==> src/rtl/mem_arb_pkg.sv <==
// Shared types and sizes for the instruction/data memory arbiter.
package mem_arb_pkg;

  localparam int ADDR_W      = 16;
  localparam int DATA_W      = 16;
  localparam int TIMEOUT_MAX = 255;

  typedef enum logic [2:0] {
    IDLE,
    I_BUSY,
    D_BUSY,
    I_DONE,
    D_DONE
  } state_t;

  typedef enum logic {
    GNT_I = 1'b0,
    GNT_D = 1'b1
  } grant_t;

endpackage

==> src/rtl/mem_arbiter.sv <==
// Two-port (fetch/data) arbiter onto a single memory bus, alternating on ties.
// Optional busy-cycle timeout when MEM_ARB_TIMEOUT_EN is defined.
module mem_arbiter
  import mem_arb_pkg::*;
(
  input  logic              clk,
  input  logic              rst,
  input  logic              halt,
  input  logic              i_req,
  input  logic [ADDR_W-1:0] i_addr,
  output logic [DATA_W-1:0] i_rdata,
  output logic              i_done,
  input  logic              d_rd,
  input  logic              d_wr,
  input  logic [ADDR_W-1:0] d_addr,
  input  logic [DATA_W-1:0] d_wdata,
  output logic [DATA_W-1:0] d_rdata,
  output logic              d_done,
  output logic              m_req,
  output logic              m_wr,
  output logic [ADDR_W-1:0] m_addr,
  output logic [DATA_W-1:0] m_wdata,
  input  logic [DATA_W-1:0] m_rdata,
  input  logic              m_ack,
  output logic              err
);

  state_t state_q, state_d;
  grant_t last_q;
  logic   d_req, grant_i, grant_d, busy, timeout;

  // A halted core may still issue loads/stores, so halt only masks the fetch side.
  always_comb begin
    d_req   = d_rd | d_wr;
    grant_d = (state_q == IDLE) && d_req && (!i_req || halt || (last_q == GNT_I));
    grant_i = (state_q == IDLE) && i_req && !halt && !grant_d;
    busy    = (state_q == I_BUSY) || (state_q == D_BUSY);
  end

`ifdef MEM_ARB_TIMEOUT_EN
  logic [7:0] tmo_cnt_q;
  logic       err_q;

  // Fires on the TIMEOUT_MAX-th busy cycle that has no ack.
  assign timeout = busy && !m_ack && (tmo_cnt_q == 8'(TIMEOUT_MAX - 1));
  assign err     = err_q;

  always_ff @(posedge clk) begin
    if (rst) begin
      tmo_cnt_q <= '0;
      err_q     <= 1'b0;
    end else begin
      if (grant_i || grant_d)
        tmo_cnt_q <= '0;
      else if (busy)
        tmo_cnt_q <= tmo_cnt_q + 8'd1;
      err_q <= timeout;
    end
  end
`else
  assign timeout = 1'b0;
  assign err     = 1'b0;
`endif

  always_ff @(posedge clk) begin
    if (rst) state_q <= IDLE;
    else     state_q <= state_d;
  end

  always_comb begin
    state_d = state_q;
    case (state_q)
      IDLE: begin
        if (grant_d)      state_d = D_BUSY;
        else if (grant_i) state_d = I_BUSY;
      end
      I_BUSY:  if (m_ack || timeout) state_d = I_DONE;
      D_BUSY:  if (m_ack || timeout) state_d = D_DONE;
      I_DONE:  state_d = IDLE;
      D_DONE:  state_d = IDLE;
      default: state_d = IDLE;
    endcase
  end

  always_comb begin
    i_done = (state_q == I_DONE);
    d_done = (state_q == D_DONE);
  end

  // Bus operands are latched at grant; requesters may change them once done is seen.
  always_ff @(posedge clk) begin
    if (rst) begin
      last_q  <= GNT_I;
      m_req   <= 1'b0;
      m_wr    <= 1'b0;
      m_addr  <= '0;
      m_wdata <= '0;
      i_rdata <= '0;
      d_rdata <= '0;
    end else begin
      if (grant_d) begin
        m_req   <= 1'b1;
        m_wr    <= d_wr;
        m_addr  <= d_addr;
        m_wdata <= d_wdata;
      end else if (grant_i) begin
        m_req  <= 1'b1;
        m_wr   <= 1'b0;
        m_addr <= i_addr;
      end else if ((busy && m_ack) || timeout) begin
        m_req <= 1'b0;
      end

      if (state_q == I_BUSY && m_ack) i_rdata <= m_rdata;
      if (state_q == D_BUSY && m_ack) d_rdata <= m_rdata;

      if (state_q == I_DONE) last_q <= GNT_I;
      if (state_q == D_DONE) last_q <= GNT_D;
    end
  end

endmodule

==> config.mk <==
export PLATFORM = sky130hd
export DESIGN_NAME = mem_arbiter
export DESIGN_NICKNAME = d
export VERILOG_FILES = /design/src/rtl/mem_arb_pkg.sv /design/src/rtl/mem_arbiter.sv
export SDC_FILE = /design/constraint.sdc
export NUM_CORES = 1
export LEC_CHECK = 0
export BUFFER_PORTS_ARGS = -buffer_cell sky130_fd_sc_hd__buf_2
export CAP_MARGIN = 20
export CORE_AREA = 2 2 73 102
export CTS_CLUSTER_SIZE = 30
export DETAILED_ROUTE_END_ITERATION = 7
export DIE_AREA = 0 0 75 104
export HOLD_SLACK_MARGIN = 0.12
export PLACE_DENSITY = 0.71
export SETUP_SLACK_MARGIN = 0.5
export SYNTH_ARGS = -nofsm -noshare
export SYNTH_HDL_FRONTEND = slang
export SYNTH_SLANG_ARGS = --single-unit
==> constraint.sdc <==
create_clock -name clk -period 1.8 [get_ports clk]
set_input_delay 0.36 -clock clk [delete_from_list [all_inputs] [get_ports clk]]
set_output_delay 0.36 -clock clk [all_outputs]
set_load 0.01 [all_outputs]
Word-level counts from Yosys, hierarchy flattened
Index checks and enable logic that the tools add are counted.

Magnitude comparators: 0. Div/mod/pow operators: 0. Muxes and demuxes: 14. Bitwise operators: 2. Add/subtract/negate cells: 0. Reductions and logical operators: 19. $mul: 0. Equality and inequality tests: 7. Shift operators: 0.

Operators by type and width (number): 16-bit two-way mux (2); 3-bit two-way mux (4); 3-bit case mux with 3 select lines (1); 1-bit logical AND (8); 1-bit two-way mux (7); 3-bit by 2-bit equality test with 1-bit output, second input constant (2); 2-bit inequality test, second input constant (2); 2-bit nonzero test (2); 3-bit by 1-bit equality test with 1-bit output, second input constant (1); 3-bit equality test, second input constant (1); 1-bit zero test (3); 3-bit zero test (1); 1-bit logical OR (3); 3-bit inequality test, second input constant (1); 3-bit AND reduction (1); 3-bit nonzero test (1); 1-bit NOT (1); 1-bit bitwise OR (1).

Register bits: 70. Input bits: 71. ROM bits: 0. Word-level logic and storage cells: 50. Memories kept: 0. Output and inout port bits: 69. Latch bits: 0. Bits in writable memories: 0.

Longest topological paths before layout
Gate-level depths: netlist of the first run.

Depth in word-level cells: 9. Depth in mapped cells: 7. Gate-level depth less buffers: 4.

Worst setup path after synthesis of the first run
Ideal clock, no wire load.

Path type: input to register. Start: in d_wr. End: reg m_addr[10]. Slack: 0.303 ns. Buffers on the path: 2. Library setup time: 0.086 ns. Cell stages on the path: 6. Data required time: 1.714 ns. Data arrival time: 1.412 ns. Path through: or2_0 > buf_2 > o21ai_2 > buf_4 > a21oi_1 > a211oi_1.

Word-level cells in the longest chain between the ends: 6. Elaborated cells on any way between the ends: 7. Those cells by class: 1 x mux; 1 x bitwise; 5 x reduce/logical.

Ends and longest elaborated chain: from (decl) (RTL line mem_arbiter.sv:14) `input logic d_wr,`; 1-bit bitwise OR (*) (RTL line mem_arbiter.sv:34) `d_req = d_rd | d_wr;`; 1-bit logical AND (*) (2 in a row) (RTL line mem_arbiter.sv:35) `grant_d = (state_q == IDLE) && d_req && (!i_req || halt || (last_q == GNT_I));`; 1-bit zero test (RTL line mem_arbiter.sv:36) `grant_i = (state_q == IDLE) && i_req && !halt && !grant_d;`; 1-bit logical AND (RTL line mem_arbiter.sv:36); 2-bit nonzero test (no line); to (signal assigned) (RTL line mem_arbiter.sv:104) `m_addr <= d_addr;`; to (signal assigned) (RTL line mem_arbiter.sv:109) `m_addr <= i_addr;`; to (decl) (RTL line mem_arbiter.sv:21) `output logic [ADDR_W-1:0] m_addr,`.

Mark *: on every way between the ends. The rest lies on a longest branch, timed or not. A chain may end at the register's enable or synchronous reset.

Worst setup path after layout of the first run
Start: reg state_q[1]. End: out d_done.

Word-level cells in the longest chain between the ends: 1.

Ends and longest elaborated chain: from (decl) (RTL line mem_arbiter.sv:28) `state_t state_q, state_d;`; from (signal assigned) (RTL line mem_arbiter.sv:67) `else state_q <= state_d;`; 3-bit equality test (RTL line mem_arbiter.sv:87) `d_done = (state_q == D_DONE);`; to (decl) (RTL line mem_arbiter.sv:18) `output logic d_done,`.

No other way between the ends.

==> results of run 1 <==
==> power groups by stage <==
| stage | combinational (mW) | sequential [mW] | clock, mW |
|---|---|---|---|
| floorplan | 1.35 | 2.32 | 0 |
| global placement | 2.30 | 2.16 | 0 |
| detailed placement | 2.35 | 2.16 | 0 |
| CTS | 3.41 | 2.14 | 1.34 |
| global route | 4.61 | 2.21 | 1.40 |
| finish | 4.32 | 2.17 | 1.30 |
==> stage by stage <==
stage / power (mW) / hold slack (ns) / setup slack (ns) / utilization
2_1_floorplan: 3.67 / 0.481 / 0.353 / -
3_3_place_gp: 4.46 / 0.440 / 0.115 / 0.514
3_5_place_dp: 4.51 / 0.443 / 0.0396 / 0.514
4_1_cts: 6.88 / 0.227 / 0.265 / 0.608
5_1_grt: 8.23 / 0.230 / 0.145 / 0.673
6_report: 7.79 / 0.245 / 0.246 / 0.673
==> Yosys cell counts <==
cell type | number | area share
nand2_1 | 113 | 0.16
dfxtp_1 | 70 | 0.52
a21oi_1 | 65 | 0.12
nor2_1 | 22 | 0.031
a211oi_1 | 16 | 0.045
clkbuf_1 | 14 | 0.020
buf_2 | 7 | 0.013
buf_4 | 4 | 0.011
nand3_1 | 4 | 0.0075
and3_1 | 3 | 0.0070
nand2b_1 | 3 | 0.0070
a221oi_1 | 2 | 0.0065
buf_6 | 2 | 0.0084
nor2b_1 | 2 | 0.0047
a32oi_1 | 1 | 0.0033
and3b_1 | 1 | 0.0033
conb_1 | 1 | 0.0014
mux2i_1 | 1 | 0.0037
nand3b_1 | 1 | 0.0028
nor3_1 | 1 | 0.0019
nor3_4 | 1 | 0.0061
nor3b_1 | 1 | 0.0028
o21a_1 | 1 | 0.0028
o21ai_2 | 1 | 0.0033
o21bai_1 | 1 | 0.0028
o31ai_1 | 1 | 0.0028
or2_0 | 1 | 0.0023
==> flip-flops by register name (all words and copies together) (netlist names) <==
register	flops
last_q	1
state_q	3
m_addr	16
i_rdata	16
m_wdata	16
m_req	1
d_rdata	16
m_wr	1
==> how the worst min path moves through the flow <==
stage,startpoint,to,slack (ns)
2_1_floorplan,d_rdata[0],d_rdata[0],0.48
3_3_place_gp,i_rdata[8],i_rdata[8],0.44
3_5_place_dp,m_wdata[11],m_wdata[11],0.44
4_1_cts,d_wdata[7],m_wdata[7],0.23
5_1_grt,d_wdata[5],m_wdata[5],0.23
6_report,d_wdata[7],m_wdata[7],0.24
==> final cells by class <==
cell class | instances | share of cell area
clock inverter | 5 | 0.0124
tap | 95 | 0.0256
clock buffer | 11 | 0.0326
timing repair buffer | 183 | 0.277
multi-input combinational | 247 | 0.349
sequential | 70 | 0.303
==> kinds of logic (layout without fill, tap and decap cells) <==
kind of cell	after synthesis	in the layout	share of synthesized area
buffers and inverters	27	199	0.0522
other	1	1	0.00140
AO/OA/AOI/OAI	88	89	0.187
multiplexers	1	1	0.00373
flip-flops	70	70	0.522
AND/OR/NAND/NOR	153	156	0.234
==> worst min-delay path, delay by kind of cell <==
family / cells / cell delay (ns)
simple gates: 1 / 0.04
buf+inv: 1 / 0.10
compound gates: 1 / 0.05
==> what timing repair did <==
action | 4_1_cts | 5_1_grt
endpoints found under the setup margin | 69 | 71
endpoints found under the hold margin | 0 | 0
cloned | 9 | 3
setup buffers | 15 | 5
pin swaps | 18 | 40
gates resized for setup | 51 | 88
==> per-layer routing <==
metal / up-vias / GRT usage
met5: - / 0
met1: 1415 / 0.246
li1: 1479 / -
met2: 154 / 0.383
met4: 0 / 0.0944
met3: 28 / 0.0688
==> impl_metrics.csv, run 1 <==
group,metric,value,unit
floorplanning,start_util,0.390,
setup_path,max_stage_delay,0.33,ns
timing,skew,0.00633,ns
route,drcViolationCount,0,
timing,tightest_slew,0.557,ns
setup_path,cp-endpoint,"d_done",
floorplanning,num_io_pins,140,
route,dr.pass1.iters,4,
floorplanning,fp-row-count,36,
setup_path,start_kind,"flop",
setup_path,path_buf_inv,2,
floorplanning,core_region_area,6890,um2
global_routing,grt_pass1_vias,2794,
finish,areaGrowthSynthToFinish,72.6,%
power,power_density,1680,nW/um2
min_path,hp-class,"input pin to flop",
route,wl_met2,4.77,mm
route,drt-wirelength-per-cell,15.3,um
yosys,synthDistinctLibCells,27,
setup_path,crit_fanout,3,
route,wl_met1,3.58,mm
cts,clk_path_buf_depth,2,
yosys,syn_inst,340,
timing,final-max-slew-violation-count,0,
setup_path,reg2regPathDepth,8,
timing,fmax,0.643,GHz
finish,antenna_cells,0,
timing,hold_viol_final,0,
run,drv_cap,0,
setup_path,arrival,1.19,ns
yosys,yosysWarnings,0,
global_routing,antenna_found_initial,0,
place,port_buffers,138,
timing,rsz0062_at_grt,"true",
finish,fin_area,4640,um2
global_routing,grt_pass1_wl,13.4,mm
power,sequentialPowerShare,0.278,
setup_path,reg2reg_slack,0.26,ns
timing,fin_crit_sh,0.864,
power,clock_power_share,0.167,
setup_path,reg2reg_to,"m_addr[3]",
power,p_leak,2.09,nW
finish,most-common-layout-cells,"buf_2, nand2_1, dfxtp_1",
setup_path,critical_path_depth,3,
finish,layout_commonest_cell,"buf_2",
global_routing,track_usage,0.224,
yosys,syn-num-nets,411,
route,wl,9.36,mm
route,antenna_left,0,
power,peakVddDrop,0.00110,V
timing,fin_crit,1.55,ns
status,run_status,"finished, final reports clean",
setup_path,crit_chain,"buf_6 -> nor3b_4 -> buf_2",
finish,fin_cells,611,
global_routing,grt_max_degree,40,
global_routing,gr-total-overflow,0,
floorplanning,die_area,7800,um2
finish,nFillCells,538,
place,dp_hpwl,5.19,mm
setup_path,cp_top_family,"flip-flops",
cts,holdBufCountCts,0,
setup_path,worst-setup-path-type,"flop to output port",
finish,multi_input_area,1620,um2
route,met3_length,681,um
setup_path,required,1.44,ns
route,vias,3076,
finish,final_nets,582,
cts,clkLatencyLatePin,0.35,ns
floorplanning,die_h,104,um
min_path,hold_depth,3,
place,dp.cells,563,
yosys,syn_avg_cell_area,7.90,um2
setup_path,crit_path_end_kind,"output port",
place,place_area,3540,um2
timing,setup_viol,0,
power,p_int,4.81,mW
cts,cts_buffers,9,
floorplanning,die_width,75,um
cts,path_clk_slew,0.08,ns
route,top_layer,"met4",
setup_path,startpoint,"state_q[1]",
setup_path,reg2reg_from,"state_q[1]",
place,gp_congestion,0.727,
cts,cts_tree,"built",
finish,seqCellArea,1410,um2
route,vias_per_cell,5.03,
timing,timing.slew.headroom,0.629,
yosys,synth.cell_area,2690,um2
route,drt_iter0_drc,125,
power,comb_power_share,0.555,
cts,cts_root_buf,"clkbuf_8",
finish,drive_above_1_share,0.570,
yosys,ys_ff_latch,70,
cts,cts.sinks,70,
power,p_sw_frac,0.382,
cts,htreeDepth,3,
setup_path,slowest_stage,"dfxtp_2",
power,p_switching,2.98,mW
timing,fin_tns_setup,0,ns
yosys,synth-seq-area-share,0.522,
(Power assumes the default switching activity.)
==> run 2: changes to the inputs <==
Settings changed: CTS_BUF_LIST set to sky130_fd_sc_hd__clkbuf_16.
==> impl_metrics.csv, run 2 (synthesis results as in run 1) <==
group,metric,value,unit
floorplanning,core_region_area,6890,um2
floorplanning,fp-row-count,36,
cts,cts.sinks,70,
global_routing,grt_max_degree,40,
floorplanning,die_width,75,um
timing,final-max-slew-violation-count,0,
cts,htreeDepth,3,
place,gp_congestion,0.727,
cts,cts_root_buf,"clkbuf_16",
place,place_area,3540,um2
min_path,hp-class,"input pin to flop",
floorplanning,start_util,0.390,
place,dp_hpwl,5.19,mm
route,dr.pass1.iters,4,
place,place_ws,0.0396,ns
floorplanning,num_io_pins,140,
status,run_status,"finished, final reports clean",
finish,nFillCells,486,
power,totalPowerFinal,8.64,mW
setup_path,reg2reg_slack,0.31,ns
finish,fin_cells,617,
cts,holdBufCountCts,0,
setup_path,arrival,1.16,ns
run,drv_cap,0,
setup_path,crit_path_end_kind,"output port",
timing,hold_viol_final,0,
floorplanning,die_h,104,um
timing,fin_tns_setup,0,ns
floorplanning,die_area,7800,um2
finish,final_util,0.725,
global_routing,antenna_found_initial,0,
cts,clkLatencyLatePin,0.33,ns
route,wl,10.4,mm
cts,clk_path_buf_depth,2,
cts,cts_tree,"built",
timing,timing.slew.headroom,0.590,
route,antenna_left,0,
finish,final_nets,588,
setup_path,required,1.44,ns
route,drt_iter0_drc,101,
finish,most-common-layout-cells,"buf_2, nand2_1, dfxtp_1",
global_routing,track_usage,0.241,
place,dp.cells,563,
cts,cts_buffers,9,
timing,skew,0.00297,ns
route,drcViolationCount,0,
cts,path_clk_slew,0.06,ns
timing,fmax,0.658,GHz
global_routing,grt_pass1_wl,14.2,mm
finish,areaGrowthSynthToFinish,85.9,%
route,vias_per_cell,5.14,
setup_path,crit_fanout,3,
power,p_leak,2.26,nW
timing,setup_viol,0,
timing,whs,0.272,ns
power,power_density,1730,nW/um2
timing,fin_crit,1.52,ns
setup_path,worst-setup-path-type,"flop to output port",
route,vias,3171,
power,peakVddDrop,0.00114,V
finish,fin_area,4990,um2
finish,drive_above_1_share,0.638,
finish,antenna_cells,0,
timing,rsz0062_at_grt,"true",
setup_path,start_kind,"flop",
global_routing,grt_pass1_vias,3009,
timing,tightest_slew,0.615,ns
place,port_buffers,138,
finish,layout_commonest_cell,"buf_2",
global_routing,gr-total-overflow,0,
route,drt-wirelength-per-cell,16.8,um
timing,fin_crit_sh,0.844,
timing,finalWorstSetupSlack,0.281,ns
==> run 2: changes by cell type in the layout (fill, tap and decap cells not counted), moves of 4 or more <==
cell | before | now
a21oi_2 | 37 | 42
nand2_4 | 12 | 32
clkbuf_16 | 4 | 9
a211oi_2 | 9 | 16
nand2_1 | 92 | 68
buf_2 | 137 | 141
a21oi_1 | 26 | 22
clkbuf_8 | 11 | 0
nand2_2 | 9 | 13
a211oi_1 | 7 | 0
==> run 2: worst paths after layout <==
kind | start | to | cells after the start
max | state_q[1] | d_done | 3
max reg2reg | state_q[2] | m_addr[3] | 6
min reg2reg | d_rdata[0] | d_rdata[0] | 2
min | m_rdata[15] | i_rdata[15] | 3
==> run 2: cell type report <==
type                    count  area (um2)  share of cell area
multi-input cells         247        1840               0.368
repair buffers            189        1340               0.268
well taps                  95         119              0.0238
flip-flops and latches     70        1410               0.282
clock inverters             7        65.1              0.0130
clock buffers               9         225              0.0451
==> run 2: power by group <==
group / total (mW) / switching [mW] / internal (mW)
registers: 2.19 / 0.245 / 1.94
clock network: 1.71 / 0.655 / 1.06
logic: 4.74 / 2.44 / 2.30
total: 8.64 / 3.34 / 5.30
==> run 2: worst max-delay path: stages, from the launching register on <==
cell and delay, ns:
dfxtp_2 0.34, buf_6 0.12, nor3b_4 0.20, buf_2 0.17
==> run 2: timing repair <==
| action | CTS | global route |
|---|---|---|
| buffers inserted | 15 | 8 |
| gates resized for setup | 108 | 93 |
| pin swaps | 49 | 43 |
| endpoints found under the setup margin | 69 | 70 |
| gates cloned | 11 | 4 |
==> run 2: metal layers <==
metal,track usage,wire length (um)
met2,0.410,5540
met1,0.250,3710
met4,0.129,381
met3,0.0824,727
met5,0,0
